### src/rtl/down_cnt_timer.sv
// Loadable down-counter/timer with terminal-count pulse and optional auto-reload.
// Optional prescaler on the enable path is built when DOWN_CNT_PRESCALE_EN is defined.
module down_cnt_timer #(
  parameter int M    = 8,
  parameter int PS_W = 4
) (
  input  logic         clk,
  input  logic         rst_n,
  input  logic         ce,
  input  logic         load,
  input  logic [M-1:0] load_val,
  input  logic         start,
  input  logic         stop,
  input  logic         auto_reload,
`ifdef DOWN_CNT_PRESCALE_EN
  input  logic [PS_W-1:0] ps_div,
`endif
  output logic [M-1:0] q,
  output logic         tc,
  output logic         busy
);

  typedef enum logic [1:0] {
    IDLE  = 2'd0,
    RUN   = 2'd1,
    PAUSE = 2'd2,
    DONE  = 2'd3
  } state_t;

  localparam logic [M-1:0] CNT_ZERO = '0;
  localparam logic [M-1:0] CNT_ONE  = M'(1);

  state_t       state, state_nxt;
  logic [M-1:0] reload, reload_nxt;
  logic [M-1:0] q_nxt;
  logic         tc_nxt;
  logic         busy_nxt;
  logic         dec;

`ifdef DOWN_CNT_PRESCALE_EN
  localparam logic [PS_W-1:0] PS_ZERO = '0;
  localparam logic [PS_W-1:0] PS_ONE  = PS_W'(1);

  logic [PS_W-1:0] ps, ps_nxt;
`endif

  always_ff @(posedge clk or negedge rst_n) begin
    if (!rst_n) begin
      state  <= IDLE;
      reload <= '0;
      q      <= '0;
      tc     <= 1'b0;
      busy   <= 1'b0;
`ifdef DOWN_CNT_PRESCALE_EN
      ps     <= '0;
`endif
    end else begin
      state  <= state_nxt;
      reload <= reload_nxt;
      q      <= q_nxt;
      tc     <= tc_nxt;
      busy   <= busy_nxt;
`ifdef DOWN_CNT_PRESCALE_EN
      ps     <= ps_nxt;
`endif
    end
  end

  // Priority: load, then stop (which also masks start), then start, then count.
  always_comb begin
    state_nxt  = state;
    reload_nxt = reload;
    q_nxt      = q;
    tc_nxt     = 1'b0;
    busy_nxt   = busy;
    dec        = 1'b0;
`ifdef DOWN_CNT_PRESCALE_EN
    ps_nxt     = ps;
`endif

    if (load) begin
      q_nxt      = load_val;
      reload_nxt = load_val;
      state_nxt  = IDLE;
      busy_nxt   = 1'b0;
`ifdef DOWN_CNT_PRESCALE_EN
      ps_nxt     = PS_ZERO;
`endif
    end else if (stop) begin
      if (state == RUN) begin
        state_nxt = PAUSE;
        busy_nxt  = 1'b0;
      end
    end else if (start && (state == IDLE || state == PAUSE)) begin
      if (q != CNT_ZERO) begin
        state_nxt = RUN;
        busy_nxt  = 1'b1;
      end
    end else if (state == RUN && ce) begin
`ifdef DOWN_CNT_PRESCALE_EN
      if (ps == ps_div) begin
        ps_nxt = PS_ZERO;
        dec    = 1'b1;
      end else begin
        ps_nxt = ps + PS_ONE;
      end
`else
      dec = 1'b1;
`endif
    end

    if (dec) begin
      if (q == CNT_ONE) begin
        tc_nxt = 1'b1;
        if (auto_reload && reload != CNT_ZERO) begin
          q_nxt = reload;
        end else begin
          q_nxt     = CNT_ZERO;
          state_nxt = DONE;
          busy_nxt  = 1'b0;
`ifdef DOWN_CNT_PRESCALE_EN
          ps_nxt    = PS_ZERO;
`endif
        end
      end else if (q != CNT_ZERO) begin
        q_nxt = q - CNT_ONE;
      end
    end
  end

endmodule

### config.mk
export PLATFORM = sky130hd
export DESIGN_NAME = down_cnt_timer
export DESIGN_NICKNAME = d
export VERILOG_FILES = /design/src/rtl/down_cnt_timer.sv
export SDC_FILE = /design/constraint.sdc
export NUM_CORES = 1
export LEC_CHECK = 0
export BUFFER_PORTS_ARGS = -buffer_cell sky130_fd_sc_hd__buf_4
export CORE_ASPECT_RATIO = 0.75
export CORE_MARGIN = 2
export CORE_UTILIZATION = 26
export DETAILED_ROUTE_END_ITERATION = 10
export RECOVER_POWER = 50
export SLEW_MARGIN = 10
export SYNTH_ARGS = -nofsm -noshare
export SYNTH_HDL_FRONTEND = slang
export SYNTH_SLANG_ARGS = --single-unit
### constraint.sdc
create_clock -name clk -period 3.1 [get_ports clk]
set_input_delay 0.31 -clock clk [delete_from_list [all_inputs] [get_ports clk]]
set_output_delay 0.31 -clock clk [all_outputs]
set_load 0.02 [all_outputs]
# After elaboration in Yosys (flattened, before gate mapping)
# Index checks and enable logic that the tools add are counted.
[word_totals]
ff_bits = 20
output_inout_bits = 10
wordCells = 43
[op_classes]
add_sub_neg = 1
n_eq_ne = 3
mux = 27
n_reduce_logical = 7
[ops]
columns = ["cell", "count"]
rows = [
  ["two-way mux 8 bit", 5],
  ["two-way mux 2 bit", 8],
  ["nonzero test 8 bit", 2],
  ["two-way mux 1 bit", 14],
  ["== test 8 x 1 -> 1 bit (second input constant)", 1],
  ["subtractor 8 x 1 -> 8 bit (second input constant)", 1],
  ["logical AND 1 bit", 3],
  ["== test 2 x 1 -> 1 bit (second input constant)", 1],
  ["== test 2 bit (second input constant)", 1],
  ["zero test 2 bit", 1],
  ["logical OR 1 bit", 1],
]

# Logic depth before layout (Yosys ltp)
[logic_depth]
depth_word = 9
mapped_depth = 7

# Worst setup path after synthesis
# No wires, ideal clock.
[synth_timing]
kind = "register -> register"
start = "register q[0]"
end = "register q[4]"
setup_ps = 135
t_arrival_ps = 1600
required_ps = 2965
slack_ps = 1366
path_stages_with_launch = 7
synth_period_minus_slack_ps = 1734
cell_sequence = "dfrtp_1 inv_1 ha_1 or3b_1 and2_1 a311oi_1 o22ai_1"
[synth_via]
elab_chain_cells = 4
[synth_lines]
columns = ["element", "line", "source"]
rows = [
  ["from (decl)", "18", "output logic [M-1:0] q,"],
  ["from (signal assigned)", "60", "q <= q_nxt;"],
  ["subtractor 8 x 1 -> 8 bit or nonzero test 8 bit (tied branches)", "126, 125", ""],
  ["two-way mux 8 bit", "125", "end else if (q != CNT_ZERO) begin"],
  ["two-way mux 8 bit *", "113", "if (q == CNT_ONE) begin"],
  ["two-way mux 8 bit *", "112", "if (dec) begin"],
  ["named net q_nxt[4]", "35", "logic [M-1:0] q_nxt;"],
]
# Mark *: on every way through the listed nets, which the timed path passes. The rest lies on a longest branch.
# A chain may end at the register's enable or synchronous reset.

# Worst setup path after layout
[layout_timing]
start = "input port load"
end = "register busy"
[layout_via]
elab_chain_cells = 4
[layout_lines]
columns = ["element", "line", "source"]
rows = [
  ["from (decl)", "10", "input logic load,"],
  ["two-way mux 1 bit", "81", "if (load) begin"],
  ["two-way mux 1 bit", "115", "if (auto_reload && reload != CNT_ZERO) begin"],
  ["two-way mux 1 bit", "113", ""],
  ["two-way mux 1 bit *", "112", ""],
  ["named net busy_nxt", "37", "logic busy_nxt;"],
  ["to (signal assigned)", "62", "busy <= busy_nxt;"],
  ["to (decl)", "20", "output logic busy"],
]
# Marks and branches as above.

==> impl_metrics.env <==
export IMPL_grt_pass1_wl_mm=5.492
export IMPL_layout_drive_gt1_share_pct=21.19
export IMPL_cap_violations=0
export IMPL_core_rowCount=21
export IMPL_hold_ws_ns=0.2745
export IMPL_clock_latency_ns=0.26
export IMPL_wl_met1_mm=1.628
export IMPL_ios=25
export IMPL_regToRegSetupSlack_ns=1.14
export IMPL_met2_length_mm=1.275
export IMPL_diodes=0
export IMPL_hold_viol=0
export IMPL_synth_top_area_share_pct=39.92
export IMPL_cp_end_kind="flop"
export IMPL_start_util_pct=27.58
export IMPL_grt_max_degree=24
export IMPL_p_sw_share_pct=28.32
export IMPL_power_frac_seq_pct=43.4
export IMPL_finalMaxSlewViolations=0
export IMPL_crit_arrival_ns=2.24
export IMPL_syn2layout_area_growth_pct=22.36
export IMPL_async_flop_share_pct=100.0
export IMPL_hpwl_mm=2.346
export IMPL_dieWidth_um=84.18
export IMPL_finalSetupTns_ns=0
export IMPL_firstDrtPassIters=4
export IMPL_vias=1098
export IMPL_startpoint_type="primary input"
export IMPL_skew_ns=0.003350
export IMPL_ys_warnings_count=0
export IMPL_clk_pin_slew_worst_paths_ns=0.08
export IMPL_grt_pass1_vias=1043
export IMPL_synth_top_flop_cell="dfrtp_1"
export IMPL_wl_met3_um=225
export IMPL_hold_class="primary input to flop"
export IMPL_design_die_area_um2=5399
export IMPL_p_per_area_nw_per_um2=480.0
export IMPL_outcome="complete, no violations"
export IMPL_synthCells=128
export IMPL_p_leak_uw=0.0006442
export IMPL_clock_fmax_mhz=481.3
export IMPL_layout_nets=169
export IMPL_synth_seq_cells=20
export IMPL_h_tree_depth=1
export IMPL_synth_fp_nets=145
export IMPL_crit_type="primary input to flop"
export IMPL_ys_seq_area_share_pct=39.92
export IMPL_grtUsageTotal_pct=12.63
export IMPL_drc=0
export IMPL_post_cts_setup_buffers=0
export IMPL_gp_congestion=0.9299
export IMPL_yosysTopAreaCell="dfrtp_1"
export IMPL_drtAntennaViolNets=0
export IMPL_wl_per_cell_um=15.12
export IMPL_synth_enable_flop_cells=0
export IMPL_slew_headroom_pct=24.63
export IMPL_routed_wl_mm=3.145
export IMPL_peakVddDrop_uv=207.7
export IMPL_antenna_found_initial=0
export IMPL_syn_area_um2=1254
export IMPL_comb_power_share_pct=21.0
export IMPL_ys_top_cells_by_area="dfrtp_1 (40%), mux2_1 (6.3%), a32oi_1 (3.5%)"
export IMPL_ys_types=40
export IMPL_worstPathRequired_ns=3.26
export IMPL_crit_fanout=23
export IMPL_cts_max_path_buffers=2
export IMPL_clkPwrFrac_pct=35.7
export IMPL_worst_pin_slew_ns=1.131
export IMPL_initialDrtViolationCount=182
export IMPL_cts_tree="built"
export IMPL_maxUsedRoutingLayer="met4"
export IMPL_coreArea_um2=4546
export IMPL_tritoncts_num_sinks=20
export IMPL_nFillCells=466
export IMPL_setup_viol=0
export IMPL_syn_area_per_cell_um2=9.795
export IMPL_die_h_um=64.14
export IMPL_gr_total_overflow=0
export IMPL_switching_power_uw=208.5
export IMPL_final_min_clock_period_ns=2.078
export IMPL_rsz0062_at_grt="no"
export IMPL_clock_root_buffer="clkbuf_8"
export IMPL_min_period_over_period_pct=67.02
export IMPL_p_int_uw=527.8
export IMPL_viasPerCell=5.279
export IMPL_io_buffers=24
export IMPL_post_cts_resized=0
export IMPL_cts_buffers=3
==> per-layer routing <==
layer,global-route usage [%],vias up
met5,0,-
met4,2.218,0
met3,3.747,2
met2,16.27,45
met1,20.29,526
li1,-,525
==> per-stage QoR <==
stage	worst slack, ns	util [%]	area (um^2)	total power (uW)	std cells
final	1.022	33.75	1534	736.3	208
after floorplan	1.366	-	1254	417.6	128
after CTS	1.169	33.91	1541	747.5	208
after detailed placement	1.186	32.12	1460	479.1	203
after global placement	1.145	32.12	1460	479.2	203
after global routing	0.7768	33.75	1534	782.2	208
==> power by group through the flow <==
stage | sequential, uW | combinational (uW) | clock [uW]
global placement | 324 | 155 | 0
CTS | 319 | 157 | 271
global route | 326 | 171 | 285
detailed placement | 324 | 155 | 0
floorplan | 326 | 92.0 | 0
finish | 319 | 154 | 262
==> cell families (layout without fill, tap and decap cells) <==
| family | Yosys count | count (layout) | share of synthesized area, % |
|---|---|---|---|
| and+or+nand+nor | 44 | 44 | 22.35 |
| AOI/OAI and AO/OA | 33 | 33 | 18.26 |
| DFF | 20 | 20 | 39.92 |
| buffers and inverters | 16 | 39 | 6.587 |
| muxes | 11 | 11 | 9.482 |
| adders and majority gates | 2 | 2 | 1.996 |
| xor gates and xnor gates | 2 | 2 | 1.397 |
==> synth_stat cells (3+ instances only) <==
cell type  count
a32oi_1        5
dfrtp_1       20
nand2b_1       4
nor3_1         5
nand2_1        8
mux2i_1        4
inv_1         10
a211oi_1       3
mux2_1         7
nor4_1         3
buf_6          3
o22ai_1        4
nor2_1         6
a31oi_1        3
nand4_1        4
o21ai_1        6
==> final timing paths <==
check | endpoint | cells past startpoint | start
worst max-delay path | busy | 5 | load
worst min-delay path | reload[0] | 2 | load_val[0]
worst max register to register | q[3] | 6 | q[0]
worst min register to register | reload[3] | 1 | reload[3]
max in group asynchronous | q[4] | 2 | rst_n
min in group asynchronous | state[0] | 2 | rst_n
==> layout by cell type, fill, tap and decap left out, drive strengths merged, types with 2 or more instances in the layout <==
master,count
a32oi,5
o21ai,8
clkbuf,5
dfrtp,20
nand2b,4
ha,2
o22ai,4
nor2b,2
nor4,3
nand3,2
buf,22
a31oi,3
mux2,7
mux2i,4
nor3,7
a211oi,3
o211ai,2
and2,2
nand4,4
nor4b,2
inv,10
nand2,8
nor2,6
o21bai,2
==> flip-flops by register name, summed over array words and instances, names as in the netlist <==
signal  count
busy        1
q           8
reload      8
state       2
tc          1
==> worst max-delay path, stage by stage <==
cell,delay (ns)
clkbuf_1,0.81
nand4bb_1,0.28
nand2b_1,0.43
nor3_1,0.15
a211oi_1,0.25
==> layout make-up <==
cell class / instances / area, um^2 / area share [%]
inverters: 10 / 37.54 / 2.447
flip-flops and latches: 20 / 500.5 / 32.63
clock inverters: 1 / 30.03 / 1.958
repair buffers: 25 / 182.7 / 11.91
multi-input cells: 92 / 670.6 / 43.72
clock buffers: 3 / 41.29 / 2.692
well taps: 57 / 71.32 / 4.649
==> what timing repair did <==
| action | CTS | global route |
|---|---|---|
| hold buffers | 1 | 0 |
| endpoints found under the hold margin | 20 | 0 |
| endpoints found under the setup margin | 0 | 0 |
Note: power is estimated with default switching activity, not from simulation.
